`config.mk`:
```
export PLATFORM = sky130hd
export DESIGN_NAME = seven_seg_scanner
export DESIGN_NICKNAME = d
export VERILOG_FILES = /design/src/rtl/seven_seg_scanner.sv
export SDC_FILE = /design/constraint.sdc
export NUM_CORES = 1
export LEC_CHECK = 0
export CORE_ASPECT_RATIO = 0.5
export CORE_MARGIN = 10
export CORE_UTILIZATION = 49
export CTS_BUF_LIST = sky130_fd_sc_hd__clkbuf_8
export CTS_CLUSTER_DIAMETER = 200
export DETAILED_ROUTE_END_ITERATION = 10
export GPL_TIMING_DRIVEN = 0
export PLACE_DENSITY_LB_ADDON = 0.08
export SETUP_SLACK_MARGIN = 0.4
export SLEW_MARGIN = 15
export SYNTH_ARGS = -nofsm -noshare
export SYNTH_HDL_FRONTEND = slang
export SYNTH_SLANG_ARGS = --single-unit
```
`constraint.sdc`:
```
create_clock -name i_clk -period 1.8 [get_ports i_clk]
set_input_delay 0.18 -clock i_clk [delete_from_list [all_inputs] [get_ports i_clk]]
set_output_delay 0.18 -clock i_clk [all_outputs]
set_load 0.01 [all_outputs]
```
`src/rtl/seven_seg_scanner.sv`:
```
// Multiplexed hex seven-segment scanner: one digit lit at a time, with a
// double-buffered display value that is swapped only at frame boundaries.
module seven_seg_scanner #(
  parameter int NUM_DIGITS = 4,
  parameter int SCAN_DIV   = 4,
  parameter bit ACTIVE_LOW = 1'b0
) (
  input  logic                    i_clk,
  input  logic                    i_rst,
  input  logic [4*NUM_DIGITS-1:0] i_value,
  input  logic                    i_load,
  input  logic                    i_blank_leading,
  output logic [7:0]              o_seven_seg,
  output logic [NUM_DIGITS-1:0]   o_digit_sel,
  output logic                    o_frame_done,
  output logic                    o_pending_valid
);

  localparam int PW = (SCAN_DIV > 1) ? $clog2(SCAN_DIV) : 1;
  localparam int IW = $clog2(NUM_DIGITS);
  localparam logic [PW-1:0] PS_LAST  = PW'(SCAN_DIV - 1);
  localparam logic [IW-1:0] IDX_LAST = IW'(NUM_DIGITS - 1);

  logic [PW-1:0]                 r_presc;
  logic [IW-1:0]                 r_idx;
  logic [4*NUM_DIGITS-1:0]       r_disp;
  logic [4*NUM_DIGITS-1:0]       r_pend;
  logic                          r_pend_vld;

  logic                          w_tick;
  logic                          w_frame;
  logic [NUM_DIGITS-1:0][3:0]    w_digit;
  logic [NUM_DIGITS-1:0]         w_lead_zero;
  logic                          w_blank;
  logic [7:0]                    w_seg;
  logic [NUM_DIGITS-1:0]         w_sel;

  function automatic logic [6:0] seg7(input logic [3:0] n);
    case (n)
      4'h0: seg7 = 7'b0111111;
      4'h1: seg7 = 7'b0000110;
      4'h2: seg7 = 7'b1011011;
      4'h3: seg7 = 7'b1001111;
      4'h4: seg7 = 7'b1100110;
      4'h5: seg7 = 7'b1101101;
      4'h6: seg7 = 7'b1111101;
      4'h7: seg7 = 7'b0000111;
      4'h8: seg7 = 7'b1111111;
      4'h9: seg7 = 7'b1101111;
      4'hA: seg7 = 7'b1110111;
      4'hB: seg7 = 7'b1111100;
      4'hC: seg7 = 7'b0111001;
      4'hD: seg7 = 7'b1011110;
      4'hE: seg7 = 7'b1111001;
      default: seg7 = 7'b1110001;
    endcase
  endfunction

  assign w_tick  = (r_presc == PS_LAST);
  // Masked during reset so no spurious frame pulse leaks out of a reset cycle.
  assign w_frame = w_tick && (r_idx == IDX_LAST) && !i_rst;

  // Digit 0 is the most significant nibble; lead_zero[k] means digits 0..k are all zero.
  for (genvar k = 0; k < NUM_DIGITS; k++) begin : g_digit
    assign w_digit[k]     = r_disp[4*(NUM_DIGITS-1-k) +: 4];
    assign w_lead_zero[k] = (r_disp[4*NUM_DIGITS-1 -: 4*(k+1)] == '0);
  end

  assign w_blank = i_blank_leading && (r_idx != IDX_LAST) && w_lead_zero[r_idx];
  assign w_seg   = w_blank ? 8'h00 : {1'b0, seg7(w_digit[r_idx])};

  always_comb begin
    w_sel        = '0;
    w_sel[r_idx] = 1'b1;
  end

  assign o_seven_seg     = ACTIVE_LOW ? ~w_seg : w_seg;
  assign o_digit_sel     = ACTIVE_LOW ? ~w_sel : w_sel;
  assign o_frame_done    = w_frame;
  assign o_pending_valid = r_pend_vld;

  always_ff @(posedge i_clk) begin
    if (i_rst) begin
      r_presc    <= '0;
      r_idx      <= '0;
      r_disp     <= '0;
      r_pend     <= '0;
      r_pend_vld <= 1'b0;
    end else begin
      r_presc <= w_tick ? '0 : r_presc + PW'(1);
      if (w_tick)
        r_idx <= (r_idx == IDX_LAST) ? '0 : r_idx + IW'(1);
      // Swap only at the frame boundary so a frame never mixes two values.
      if (w_frame && r_pend_vld)
        r_disp <= r_pend;
      if (i_load) begin
        r_pend     <= i_value;
        r_pend_vld <= 1'b1;
      end else if (w_frame) begin
        r_pend_vld <= 1'b0;
      end
    end
  end

endmodule

```
Word-level counts from Yosys, hierarchy flattened

Memory sizes are Yosys's and may differ from the RTL's.
Cells that the tools add are included.

Register bits after elaboration: 37
ROM bits: 112
Input port bits: 20
Output and inout bits: 14
Word-level logic and storage cells: 36
Memories: 1

Memory list:

| memory          | words | bits a word | rd ports | clocked after memory_dff | write ports | RTL line | RTL |
|---|---|---|---|---|---|---|---|
| (no name shown) | 16    | 7           | 1        | 0                        | 0           | 39       | `case (n)` |

$add $sub $neg: 2
$lt $le $gt $ge: 2
Equality and inequality tests: 3
Muxes and demuxes: 10
Reduce and logical (&&, ||, !) cells: 13

Operators with widths:

| kind                                                                          | count |
|---|---|
| 16-bit zero test                                                              | 1 |
| 12-bit zero test                                                              | 1 |
| 4-bit binary-select mux with 2-bit select                                     | 1 |
| 8-bit zero test                                                               | 1 |
| 7-bit 2-to-1 mux                                                              | 1 |
| 1-bit logical AND                                                             | 6 |
| 2-bit by 1-bit adder with 2-bit output (second input constant)                | 2 |
| 2-bit equality test (second input constant)                                   | 2 |
| 4-bit zero test                                                               | 1 |
| 1-bit 2-to-1 mux                                                              | 4 |
| 4-bit 2-to-1 mux                                                              | 1 |
| 2-bit by 3-bit less-than comparator with 1-bit output (second input constant) | 1 |
| 1-bit binary-select mux with 2-bit select                                     | 1 |
| 1-bit demux with 2-bit select                                                 | 1 |
| 2-bit by 1-bit >= comparator with 1-bit output (second input constant)        | 1 |
| 2-bit 2-to-1 mux                                                              | 1 |
| 2-bit inequality test (second input constant)                                 | 1 |
| 2-bit nonzero test                                                            | 1 |
| 2-bit OR reduction                                                            | 1 |
| 1-bit zero test                                                               | 1 |

Longest topological paths before layout

Word-level depth: 5
Gate-level depth with buffers: 7
Gate-level depth less buffers: 6

Least setup slack after synthesis

Ideal clock, no wire load.

Path type: reg-to-output
Start point: reg r_idx[0]
End point: out o_seven_seg[1]
Arrival: 1880 ps
Data required time: 1620 ps
Path slack: -260 ps
Stages on the path, launching flop included: 8
Path buffers: 1
Cells stage by stage: dfxtp_1 buf_6 mux4_1 inv_1 ha_1 o21ai_0 mux2i_1 nor2_1

Longest elaborated chain between the ends: 4
Elaborated cells between the ends (all ways): 9
Those cells by class: eq/ne: 1; mux: 5; reduce/logical: 2; memory: 1

RTL lines:

| what                                                                    | RTL line | RTL |
|---|---|---|
| from (decl)                                                             | 25       | `logic [IW-1:0] r_idx;` |
| from (signal assigned)                                                  | 92       | `r_idx <= (r_idx == IDX_LAST) ? '0 : r_idx + IW'(1);` |
| 4-bit binary-select mux with 2-bit select, or another cell as far along | 70       | `assign w_seg = w_blank ? 8'h00 : {1'b0, seg7(w_digit[r_idx])};` |
| 4-bit 2-to-1 mux (not written as such), or another cell as far along    | 70       |  |
| memory 16 x 7 bit or 1-bit logical AND (tied branches)                  | n/a      |  |
| 7-bit 2-to-1 mux *                                                      | 70       |  |
| to (decl)                                                               | 13       | `output logic [7:0] o_seven_seg,` |

Every way passes the cells marked *; elsewhere a longest branch is shown, timed or not. The select of a mux whose other input is x is not followed.

Worst setup path in the final report

Start point: reg r_idx[0]
End point: out o_seven_seg[3]

The elaborated chain is that of the path after synthesis.

==> impl_metrics.env <==
export IMPL_instances_no_fill=318
export IMPL_dieArea_um2=6840
export IMPL_post_route_min_period_ns=2.35
export IMPL_clock_latency_ns=0.29
export IMPL_slew_headroom_pct=63.9
export IMPL_core_area_um2=3550
export IMPL_cts_sinks=37
export IMPL_ys_top_cells_by_area="dfxtp_1 40%, mux2i_1 11%, ha_1 7.4%"
export IMPL_start_util_pct=52.8
export IMPL_grt_max_degree=13
export IMPL_clkPwrFrac_pct=41.2
export IMPL_post_drt_wl_per_cell_um=16.1
export IMPL_grt_pass1_wl_mm=7.76
export IMPL_drive_gt1_share_pct=41.2
export IMPL_grt_overflow=0
export IMPL_swShare_pct=22.8
export IMPL_avgSynthCellArea_um2=9.13
export IMPL_fmax_ghz=0.426
export IMPL_num_fill_cells=223
export IMPL_wl_mm=5.13
export IMPL_final_common_cell="dfxtp_1"
export IMPL_yosysTopAreaCell="dfxtp_1"
export IMPL_synth_warnings=0
export IMPL_path_max_fanout=4
export IMPL_ys_types=34
export IMPL_rsz0062_at_grt="true"
export IMPL_cap_violations=0
export IMPL_p_seq_share_pct=47.6
export IMPL_drtPass1Iterations=4
export IMPL_finalWeightedCongestion=0.820
export IMPL_routed_via_density=5.37
export IMPL_ant_nets=0
export IMPL_p_int_mw=1.42
export IMPL_drc=0
export IMPL_cts_htree_levels=2
export IMPL_final_nets=297
export IMPL_placementRows=15
export IMPL_worst_pin_slew_ns=0.542
export IMPL_hold_viol=0
export IMPL_ys_seq_elements=37
export IMPL_clkTransAtPathRegs_ns=0.08
export IMPL_cp_required_ns=1.62
export IMPL_most_common_layout_cells="35 x dfxtp_1, 23 x nor2_1, 22 x buf_6"
export IMPL_final_max_slew_viol_count=0
export IMPL_placed_cells=287
export IMPL_synth_flop_cell="dfxtp_1"
export IMPL_synthCells=205
export IMPL_holdWs_ns=0.416
export IMPL_min_period_over_period_pct=130
export IMPL_numCtsBuffers=5
export IMPL_io_pins=34
export IMPL_hp_class="input pin to flop"
export IMPL_die_x_um=107
export IMPL_violations="setup timing"
export IMPL_final_setup_skew_ns=0.00782
export IMPL_die_h_um=63.7
export IMPL_place_hpwl_mm=3.33
export IMPL_critPathKind="flop to output pin"
export IMPL_diodes=0
export IMPL_p_leak_nw=1.13
export IMPL_clockBufferDepth=2
export IMPL_setup_ws_ns=-0.546
export IMPL_power_total_mw=1.83
export IMPL_vdd_drop_max_v=0.000607
export IMPL_root_buffer="clkbuf_8"
export IMPL_grt_pass1_vias=1644
export IMPL_synth_edf_count=0
export IMPL_synth_top_cell_area_share_pct=39.6
export IMPL_status="complete, but fails checks"
export IMPL_yosysSeqAreaShare_pct=39.6
export IMPL_power_frac_comb_pct=11.2
export IMPL_dr_total_vias=1707
export IMPL_switchingPower_uw=418
export IMPL_setup_tns_ns=-9.49
export IMPL_drt_iter0_markers=102
export IMPL_antenna_found_initial=0
export IMPL_tritoncts="done"
export IMPL_grt_usage_pct=13.9
export IMPL_critPathCaptureType="output pin"
export IMPL_arrival_ns=2.17
export IMPL_synthesis_area_um2=1870
export IMPL_pwr_density_cell_nw_per_um2=652
export IMPL_dp_slack_ns=-0.677
export IMPL_cts_hold_buf=0
export IMPL_critPathLaunchType="flop"
export IMPL_syn_to_final_growth_pct=50.4
export IMPL_portBuffers=31
export IMPL_setup_violations_final=25
export IMPL_async_reset_ff_share_pct=0
export IMPL_synth_net_count=236
==> per-stage QoR <==
step | utilization, % | area [um2]
finish | 79.4 | 2820
global route | 79.4 | 2820
CTS | 73.2 | 2590
detailed placement | 64.2 | 2280
global placement | 64.2 | 2280
floorplan | - | 1900
==> cells in the mapped netlist (4+ instances only) <==
cell type,instances
a21oi_1,20
clkbuf_1,6
dfxtp_1,37
ha_1,11
inv_1,7
mux2i_1,20
nand2_1,34
nor2_1,25
xnor2_1,4
==> critical path, cell delays in order, from the launching register on <==
cell and delay, ns:
dfxtp_2 0.35, buf_6 0.12, mux4_2 0.59, inv_4 0.14, ha_4 0.21, and2_4 0.13
o21ai_2 0.13, a21oi_2 0.06, buf_2 0.16
==> kinds of logic (layout without fill, tap and decap cells) <==
kind of cell | Yosys count | in the layout | synth area share [%]
fa+ha+maj | 11 | 11 | 7.35
xor+xnor | 4 | 4 | 1.87
compound gates | 29 | 29 | 9.29
mux | 25 | 25 | 17.1
other cells | 1 | 1 | 0.200
simple gates | 77 | 77 | 18.8
flops | 37 | 37 | 39.6
buf+inv | 21 | 83 | 5.82
==> power by group through the flow <==
stage	clock network (mW)	registers, mW	logic [mW]
6_report	0.757	0.873	0.205
5_1_grt	0.803	0.876	0.224
4_1_cts	0.763	0.867	0.189
3_5_place_dp	0	0.885	0.176
3_3_place_gp	0	0.884	0.171
2_1_floorplan	0	0.881	0.0959
==> repair_timing <==
item	4_1_cts	5_1_grt
endpoints found under the hold margin	0	0
gates cloned	0	1
setup buffers	14	8
pin swaps	8	3
setup endpoints to repair	28	47
resized for setup	87	43
==> per-layer routing <==
layer | global-route usage, % | share of wire (%) | vias up
li1 | - | - | 821
met1 | 17.4 | 44 | 814
met2 | 21.1 | 46 | 65
met3 | 5.48 | 8.6 | 7
met4 | 4.80 | 1.4 | 0
met5 | 0 | 0 | -
==> sequential cells by signal, summed over array words and instances, names as in the netlist <==
register / cells
o_pending_valid: 1
r_disp: 16
r_idx: 2
r_pend: 16
r_presc: 2
==> cell type report <==
type,count,area [um2],area share (%)
buffer,14,116,4.13
sequential,37,743,26.4
clock buffer,6,82.6,2.93
timing repair buffer,54,517,18.4
tap,51,63.8,2.27
inverter,7,41.3,1.47
clock inverter,2,37.5,1.33
multi-input combinational,147,1210,43.1
==> path summary, 6_finish.rpt <==
path                          from                 endpoint  slack [ns]  depth (start not counted)
max          r_idx[0]$_SDFFE_PP0N_           o_seven_seg[3]       -0.55                          8
min                         i_load   r_pend[1]$_SDFFE_PP0P_        0.42                          3
max reg2reg  r_idx[0]$_SDFFE_PP0N_  r_disp[13]$_SDFFE_PP0P_       -0.37                         14
min reg2reg  r_presc[0]$_SDFF_PP0_    r_presc[0]$_SDFF_PP0_        0.45                          1
No activity file was read; power rests on OpenSTA's default activity.
